**src/rtl/display_scan_scheduler.sv**
```systemverilog
// Scan scheduler for a common-anode multi-digit seven-segment display.
// Cycles through the digits with a blanking gap between them and holds each lit for a fixed number of ticks.
module display_scan_scheduler #(
    parameter int NUM_DIGITS  = 4,
    parameter int DWELL_TICKS = 4,
    parameter int BLANK_CLKS  = 16
) (
    input  logic                          clk,
    input  logic                          rst,
    input  logic                          tick,
    input  logic                          enable,
    input  logic [4*NUM_DIGITS-1:0]       digit_data,
    input  logic [NUM_DIGITS-1:0]         dp_in,
    input  logic [NUM_DIGITS-1:0]         blank_mask,
    output logic [NUM_DIGITS-1:0]         anode,
    output logic [3:0]                    hex_out,
    output logic                          dp_out,
    output logic [$clog2(NUM_DIGITS)-1:0] scan_idx,
    output logic                          frame_done
);

    localparam int IDX_W = $clog2(NUM_DIGITS);

    localparam logic [IDX_W-1:0]      LAST_IDX   = IDX_W'(NUM_DIGITS - 1);
    localparam logic [7:0]            BLANK_LAST = 8'(BLANK_CLKS - 1);
    localparam logic [7:0]            DWELL_LAST = 8'(DWELL_TICKS - 1);
    localparam logic [NUM_DIGITS-1:0] ALL_OFF    = '1;
    localparam logic [NUM_DIGITS-1:0] ONE_HOT0   = NUM_DIGITS'(1);

    typedef enum logic [1:0] {
        IDLE  = 2'd0,
        BLANK = 2'd1,
        DRIVE = 2'd2
    } state_e;

    state_e                  state_q, state_d;
    logic [7:0]              blank_cnt_q, blank_cnt_d;
    logic [7:0]              tick_cnt_q, tick_cnt_d;
    logic [IDX_W-1:0]        idx_q, idx_d;
    logic                    mask_q, mask_d;
    logic [NUM_DIGITS-1:0]   anode_q, anode_d;
    logic [3:0]              hex_q, hex_d;
    logic                    dp_q, dp_d;
    logic                    fd_q, fd_d;

    // Per-digit fields of the digit about to be driven; out-of-range indices read as zero.
    logic [3:0]              nibble_sel;
    logic                    dp_sel;
    logic                    mask_sel;
    logic [NUM_DIGITS-1:0]   lit_pattern;

    always_comb begin
        nibble_sel = 4'h0;
        dp_sel     = 1'b0;
        mask_sel   = 1'b0;
        for (int i = 0; i < NUM_DIGITS; i++) begin
            if (idx_q == IDX_W'(i)) begin
                nibble_sel = digit_data[4*i +: 4];
                dp_sel     = dp_in[i];
                mask_sel   = blank_mask[i];
            end
        end
    end

    assign lit_pattern = ~(ONE_HOT0 << idx_q);

    // NOTE: every variable gets a default before the case so no path can leave one unassigned and infer a latch.
    always_comb begin
        state_d     = state_q;
        blank_cnt_d = blank_cnt_q;
        tick_cnt_d  = tick_cnt_q;
        idx_d       = idx_q;
        mask_d      = mask_q;
        anode_d     = anode_q;
        hex_d       = hex_q;
        dp_d        = dp_q;
        fd_d        = 1'b0;

        if (!enable) begin
            state_d     = IDLE;
            blank_cnt_d = 8'd0;
            tick_cnt_d  = 8'd0;
            idx_d       = '0;
            mask_d      = 1'b0;
            anode_d     = ALL_OFF;
            hex_d       = 4'h0;
            dp_d        = 1'b1;
        end else begin
            case (state_q)
                IDLE: begin
                    state_d     = BLANK;
                    blank_cnt_d = 8'd0;
                    tick_cnt_d  = 8'd0;
                    idx_d       = '0;
                    anode_d     = ALL_OFF;
                    dp_d        = 1'b1;
                end

                BLANK: begin
                    anode_d = ALL_OFF;
                    dp_d    = 1'b1;
                    if (blank_cnt_q == BLANK_LAST) begin
                        // Digit fields are frozen here for the whole slot.
                        state_d     = DRIVE;
                        blank_cnt_d = 8'd0;
                        tick_cnt_d  = 8'd0;
                        mask_d      = mask_sel;
                        hex_d       = nibble_sel;
                        if (!mask_sel) begin
                            anode_d = lit_pattern;
                            dp_d    = ~dp_sel;
                        end
                    end else begin
                        blank_cnt_d = blank_cnt_q + 8'd1;
                    end
                end

                DRIVE: begin
                    if (tick) begin
                        if (tick_cnt_q == DWELL_LAST) begin
                            state_d     = BLANK;
                            tick_cnt_d  = 8'd0;
                            blank_cnt_d = 8'd0;
                            anode_d     = ALL_OFF;
                            dp_d        = 1'b1;
                            if (idx_q == LAST_IDX) begin
                                idx_d = '0;
                                fd_d  = 1'b1;
                            end else begin
                                idx_d = idx_q + 1'b1;
                            end
                        end else begin
                            tick_cnt_d = tick_cnt_q + 8'd1;
                        end
                    end
                end

                default: begin
                    state_d = IDLE;
                    anode_d = ALL_OFF;
                    dp_d    = 1'b1;
                end
            endcase
        end
    end

    // NOTE: state uses non-blocking assignments so all registers update together from pre-edge values.
    always_ff @(posedge clk) begin
        if (rst) begin
            state_q     <= IDLE;
            blank_cnt_q <= 8'd0;
            tick_cnt_q  <= 8'd0;
            idx_q       <= '0;
            mask_q      <= 1'b0;
            anode_q     <= ALL_OFF;
            hex_q       <= 4'h0;
            dp_q        <= 1'b1;
            fd_q        <= 1'b0;
        end else begin
            state_q     <= state_d;
            blank_cnt_q <= blank_cnt_d;
            tick_cnt_q  <= tick_cnt_d;
            idx_q       <= idx_d;
            mask_q      <= mask_d;
            anode_q     <= anode_d;
            hex_q       <= hex_d;
            dp_q        <= dp_d;
            fd_q        <= fd_d;
        end
    end

    assign anode      = anode_q;
    assign hex_out    = hex_q;
    assign dp_out     = dp_q;
    assign scan_idx   = idx_q;
    assign frame_done = fd_q;

endmodule

```
**config.mk**
```make
export PLATFORM = sky130hd
export DESIGN_NAME = display_scan_scheduler
export DESIGN_NICKNAME = d
export VERILOG_FILES = /design/src/rtl/display_scan_scheduler.sv
export SDC_FILE = /design/constraint.sdc
export NUM_CORES = 1
export LEC_CHECK = 0
export CORE_MARGIN = 5
export CORE_UTILIZATION = 30
export CTS_CLUSTER_SIZE = 20
export DETAILED_ROUTE_END_ITERATION = 8
export HOLD_SLACK_MARGIN = 0.05
export PLACE_DENSITY_LB_ADDON = 0.25
export SYNTH_ARGS = -nofsm -noshare
export SYNTH_HDL_FRONTEND = slang
export SYNTH_SLANG_ARGS = --single-unit
```
**constraint.sdc**
```tcl
create_clock -name clk -period 2.2 [get_ports clk]
set_input_delay 0.55 -clock clk [delete_from_list [all_inputs] [get_ports clk]]
set_output_delay 0.55 -clock clk [all_outputs]
set_load 0.1 [all_outputs]
```
==> flow_summary.ini, run 1 <==
[timing]
setup_ws_ps = 192
setup-tns-final_ps = 0
period_needed_ps = 2010
setup_violations = 0
fmax_mhz = 498
rsz0062_at_grt = false
tightest_slew_ps = 614
finalClockSkew_ps = 6.29
drv_slew = 0
hold_viol = 0
relSlewSlack = 0.589
finalCritPeriodShare = 0.913

[worst_setup_path]
critical_path.startpoint = blank_cnt_q[5]
path_cells = or4_4 -> o32a_4 -> or4_4 -> a21oi_2
crit_path_top_delay_cell = or4_4
crit_required_ps = 2420
cp-end-kind = flop
start_kind = flop
cp_max_fo = 11
slowest_delay_ps = 540
path_class = flop to flop
cp.arrival_ps = 2230
path_common_cell = or4_4
regToRegStartpoint = blank_cnt_q[5]

[logic_synthesis]
ys_warn_count = 0
seq_area_frac_synth = 0.376
synth_top_area_frac = 0.376
avgSynthCellArea_um2 = 8.19
synth_nets = 229
ys_types = 37
postSynthCellCount = 195
synth.area.top_cells = dfxtp_1, a21oi_1, o21ai_0
async_flop_share = 0
dominantRegCellSynth = dfxtp_1
ys_seq_elements = 30
synth_area_mm2 = 0.00160
yosysTopAreaCell = dfxtp_1
synth_edf_count = 0

[power_and_ir_drop]
pwr-share-comb = 0.084
pwr_density_cell_mw_per_mm2 = 498
p_sw_mw = 0.241
switching_share = 0.219
power.internal_mw = 0.859
clkPwrFrac = 0.418
p_leak_nw = 0.799
seq_power_share = 0.499
finalPower_mw = 1.10
ir_drop_v = 0.000248

[floorplanning]
initial_utilization = 0.311
dieArea_mm2 = 0.00689
rows = 26
fp.dieW_um = 83.0
core_mm2 = 0.00514
ios = 40
fp.dieH_um = 83.0

[clocking]
cts_resized = 0
tritoncts = done
post_cts_buffers = 0
ctsHoldBuffers = 0
clock_sinks = 30
htreeDepth = 2
cts_made_buffers = 5
clk_pin_slew_ps = 70
clock_latency_ps = 280
root_buffer = clkbuf_8
clock_path_buffers = 2

[placed_design]
dp_hpwl_mm = 3.28
dp_slack_ps = -206
port-buffer-count = 39
place_congestion = 0.757

[status]
status = completed

[routing]
drt-pass1-iter-count = 4
post-route-drc-count = 0
finalWirelength_mm = 4.25
via_per_inst = 4.97
vias = 1570
drt_iter0_markers = 81
wl_per_cell_um = 13.5
ant_nets = 0

[hold_path]
worstHoldStart = anode[3]
hp-class = flop to flop

[layout]
area_delta_synth_final_pct = 38.3
antenna_cells = 0
final_nets = 279
drive_gt1_frac = 0.159
fill_cells = 550

[run]
maxCapViolations = 0

[grt]
overflow = 0
grt_max_degree = 17
grt_use_total = 0.132
grt_pass1_vias = 1525
grt_pass1_wl_mm = 7.46
antenna_found_initial = 0
==> critical path: cells and delay by family (launching register included) <==
kind,cells,cell delay (ps)
AOI/OAI and AO/OA,2,570
DFF,1,310
and+or+nand+nor,2,1060
==> layer usage <==
metal | GRT usage | routed length (um) | up-vias
met3 | 0.0356 | 141 | 7
met4 | 0.0446 | 55 | 0
met1 | 0.174 | 2050 | 717
met2 | 0.207 | 2010 | 24
met5 | 0 | 0 | -
li1 | - | - | 822
==> state kept, by name (all words and copies together) (netlist names) <==
register / cells
anode: 4
hex_out: 4
state_q: 2
frame_done: 1
scan_idx: 2
tick_cnt_q: 8
dp_out: 1
blank_cnt_q: 8
==> layout by cell type, fill, tap and decap left out, types with 2 or more instances in the layout <==
cell,Yosys,routed
dfxtp_1,30,28
clkdlybuf4s50_1,0,27
a21oi_1,25,25
buf_4,0,24
o21ai_0,21,21
nand2_1,11,11
or3_1,11,11
inv_1,10,10
nor2_1,8,8
nor2b_1,7,7
nand3_1,7,7
ha_1,6,6
clkbuf_8,0,6
nor3_1,4,4
nand3b_1,4,4
nor3b_1,4,4
a211o_1,4,4
nand2b_1,3,3
a211oi_1,3,3
a221oi_1,3,3
or4_4,2,2
and4_1,2,2
nor4b_2,0,2
o31ai_1,2,2
xor2_1,2,2
and3_1,2,2
nand4_1,2,2
a31oi_1,2,2
or4_1,2,2
dfxtp_2,0,2
==> synth_stat cells (3+ instances only) <==
cell and instances:
a211oi_1 3, nand3b_1 4, nor3_1 4, nand2_1 11, nand2b_1 3, ha_1 6
o21ai_0 21, a211o_1 4, clkbuf_1 5, nor2b_1 7, or3_1 11, inv_1 10
dfxtp_1 30, nor3b_1 4, nor2_1 8, a21oi_1 25, a221oi_1 3, nand3_1 7
==> cell families after synthesis <==
| logic type | synth area share |
|---|---|
| simple gates | 0.264 |
| flops | 0.376 |
| fa+ha+maj | 0.0470 |
| xor+xnor | 0.0110 |
| buf+inv | 0.0439 |
| compound gates | 0.258 |
==> worst paths after layout <==
path                                      end  slack (ps)  cells after the start
worst min register to register       anode[3]         490                      2
worst max register to register  tick_cnt_q[5]         190                      4
worst min-delay path                 anode[3]         490                      2
worst max-delay path            tick_cnt_q[5]         190                      4
==> metrics by stage <==
| stage | hold slack, ps | cells | area, um^2 | utilization |
|---|---|---|---|---|
| 2_1_floorplan | 471 | 195 | 1600 | - |
| 4_1_cts | 491 | 316 | 2200 | 0.427 |
| 6_report | 490 | 316 | 2210 | 0.430 |
| 3_3_place_gp | 460 | 308 | 2110 | 0.410 |
| 3_5_place_dp | 462 | 308 | 2110 | 0.410 |
| 5_1_grt | 528 | 316 | 2210 | 0.430 |
==> layout make-up <==
type                            instances  area [um^2]  area share
Tap cell                               70         87.6      0.0396
Multi-Input combinational cell        147          940       0.425
Inverter                               10         37.5      0.0170
Sequential cell                        30          603       0.273
Clock inverter                          1         5.00     0.00227
Clock buffer                            7         86.3      0.0391
Timing Repair Buffer                   51          450       0.204
==> power groups by stage <==
stage	logic, mW	registers [mW]	clock network (mW)
3_3_place_gp	0.0911	0.560	0
6_report	0.0918	0.548	0.459
2_1_floorplan	0.0309	0.560	0
4_1_cts	0.0923	0.548	0.475
5_1_grt	0.101	0.548	0.506
3_5_place_dp	0.0920	0.560	0
Note: power is estimated with default switching activity, not from simulation.
==> inputs of run 2 (changes only) <==
--- a/config.mk
+++ b/config.mk
@@ -5,6 +5,7 @@
 export SDC_FILE = /design/constraint.sdc
 export NUM_CORES = 1
 export LEC_CHECK = 0
+export CAP_MARGIN = 20
 export CORE_MARGIN = 5
 export CORE_UTILIZATION = 30
 export CTS_CLUSTER_SIZE = 20
==> results of run 2 <==
Final layout, timing and power as in run 1 (identical DEF).
==> inputs of run 3 (changes only) <==
--- a/config.mk
+++ b/config.mk
@@ -5,6 +5,7 @@
 export SDC_FILE = /design/constraint.sdc
 export NUM_CORES = 1
 export LEC_CHECK = 0
+export ABC_AREA = 1
 export CAP_MARGIN = 20
 export CORE_MARGIN = 5
 export CORE_UTILIZATION = 30
==> run 3 against run 2 <==
Net effect:
- clock power grew 22%
- combinational power grew 31%
- sequential share of layout area down 2.5 points
- register-to-register slack improved by 390 ps
- final area increased by 9.8%
- critical path depth rose by 3
- worst hold slack lost 26 ps
- count of clock-buffer cells in the layout down 1
- maximum frequency rose by 24%
- largest power group is now the clock network
==> flow_summary.ini, run 3 <==
[status]
status = completed

[logic_synthesis]
synth_nets = 298
ys_seq_elements = 30
dominantRegCellSynth = dfxtp_1
synth.area.top_cells = dfxtp_1, nand2_1, a21oi_1
yosysTopAreaCell = dfxtp_1
synth_top_area_frac = 0.324
seq_area_frac_synth = 0.324
ys_types = 31
synth.most_common_cell = nand2_1
avgSynthCellArea_um2 = 7.02
netlist_top_cells_count = nand2_1, dfxtp_1, a21oi_1
ys_warn_count = 0
async_flop_share = 0
postSynthCellCount = 264
synth_edf_count = 0
synth_area_mm2 = 0.00185

[grt]
grt_max_degree = 17
grt_use_total = 0.127
grt_pass1_wl_mm = 7.89
grt_pass1_vias = 1780
antenna_found_initial = 0
overflow = 0

[placed_design]
place_area_mm2 = 0.00231
place_congestion = 0.781
dp_hpwl_mm = 3.42
placedCellCount = 377
port-buffer-count = 39
dp_slack_ps = 343

[worst_setup_path]
crit_required_ps = 2410
cp-end-kind = flop
cp.arrival_ps = 1830
cp_max_fo = 11
start_kind = flop
path_class = flop to flop

[clocking]
htreeDepth = 2
ctsHoldBuffers = 0
post_cts_buffers = 0
clock_path_buffers = 2
root_buffer = clkbuf_8
tritoncts = done
clk_pin_slew_ps = 60
cts_resized = 0
clock_latency_ps = 280
clock_sinks = 30
cts_made_buffers = 5

[timing]
hold_viol = 0
drv_slew = 0
rsz0062_at_grt = false
setup_violations = 0
tightest_slew_ps = 390
fmax_mhz = 619
setup-tns-final_ps = 0
period_needed_ps = 1620
relSlewSlack = 0.740
finalCritPeriodShare = 0.734
setup_ws_ps = 585
finalClockSkew_ps = 3.03

[run]
maxCapViolations = 0

[layout]
final_cell_mix = nand2_1, dfxtp_1, clkdlybuf4s50_1
drive_gt1_frac = 0.172
fill_cells = 631
antenna_cells = 0
final_nets = 343
area_delta_synth_final_pct = 30.9
post-route-cell-area_mm2 = 0.00243
instances_no_fill = 384
largestRegisters = blank_cnt_q x8, tick_cnt_q x8
layout_commonest_cell = nand2_1

[routing]
vias = 1787
wl_per_cell_um = 11.5
post-route-drc-count = 0
finalWirelength_mm = 4.40
drt_iter0_markers = 81
drt-pass1-iter-count = 4
via_per_inst = 4.65
ant_nets = 0

[floorplanning]
ios = 40
initial_utilization = 0.311
fp.dieW_um = 88.6
fp.dieH_um = 88.6
dieArea_mm2 = 0.00785
core_mm2 = 0.00596
rows = 28

[power_and_ir_drop]
finalPower_mw = 1.23
ir_drop_v = 0.000250
pwr_density_cell_mw_per_mm2 = 509
p_leak_nw = 1.01

[hold_path]
hp-class = flop to flop
==> run 3: layout make-up <==
type | count | area [um^2] | share of cell area
clock inverters | 1 | 30.0 | 0.0124
clock buffers | 6 | 82.6 | 0.0340
repair buffers | 43 | 403 | 0.166
inverters | 29 | 109 | 0.0449
flip-flops and latches | 30 | 601 | 0.248
multi-input cells | 200 | 1110 | 0.456
well taps | 75 | 93.8 | 0.0387
==> run 3: worst paths after layout <==
kind | from | to | slack, ps | cells after the start
max | blank_cnt_q[0] | hex_out[1] | 580 | 7
max reg2reg | blank_cnt_q[0] | hex_out[1] | 580 | 7
min reg2reg | tick_cnt_q[7] | tick_cnt_q[7] | 460 | 2
min | tick_cnt_q[7] | tick_cnt_q[7] | 460 | 2
==> run 3: kinds of logic (layout without fill, tap and decap cells) <==
kind of cell / Yosys count / after routing / synth area share
compound gates: 46 / 46 / 0.149
xor+xnor: 1 / 1 / 0.00473
simple gates: 147 / 147 / 0.404
fa+ha+maj: 6 / 6 / 0.0405
flops: 30 / 30 / 0.324
buf+inv: 34 / 79 / 0.0783
==> run 3: report_power, final <==
group / switching (mW) / internal (mW) / total (mW)
clock: 0.201 / 0.362 / 0.562
sequential: 0.00470 / 0.547 / 0.551
combinational: 0.0542 / 0.0660 / 0.120
total: 0.259 / 0.974 / 1.23
==> run 3: routing by layer <==
metal  vias up  wire [um]  share of wire  global-route usage
met5         -          0              0                   0
met4         0         58          0.013              0.0412
met3         7        331          0.075              0.0438
met2        48       2010           0.46               0.220
met1       774       2000           0.45               0.147
li1        958          -              -                   -
==> run 3: critical path, stage by stage (launching register included) <==
cell     delay, ps
dfxtp_1        360
ha_1           180
nand2_2        120
nor2_8         140
nand4_2        320
inv_1          220
o21ai_0         90
a21oi_1        120
==> run 3: per-stage QoR <==
step / utilization / hold slack, ps
after floorplan: - / 446
after global placement: 0.388 / 459
after detailed placement: 0.388 / 457
after CTS: 0.407 / 468
after global routing: 0.407 / 495
final: 0.407 / 464
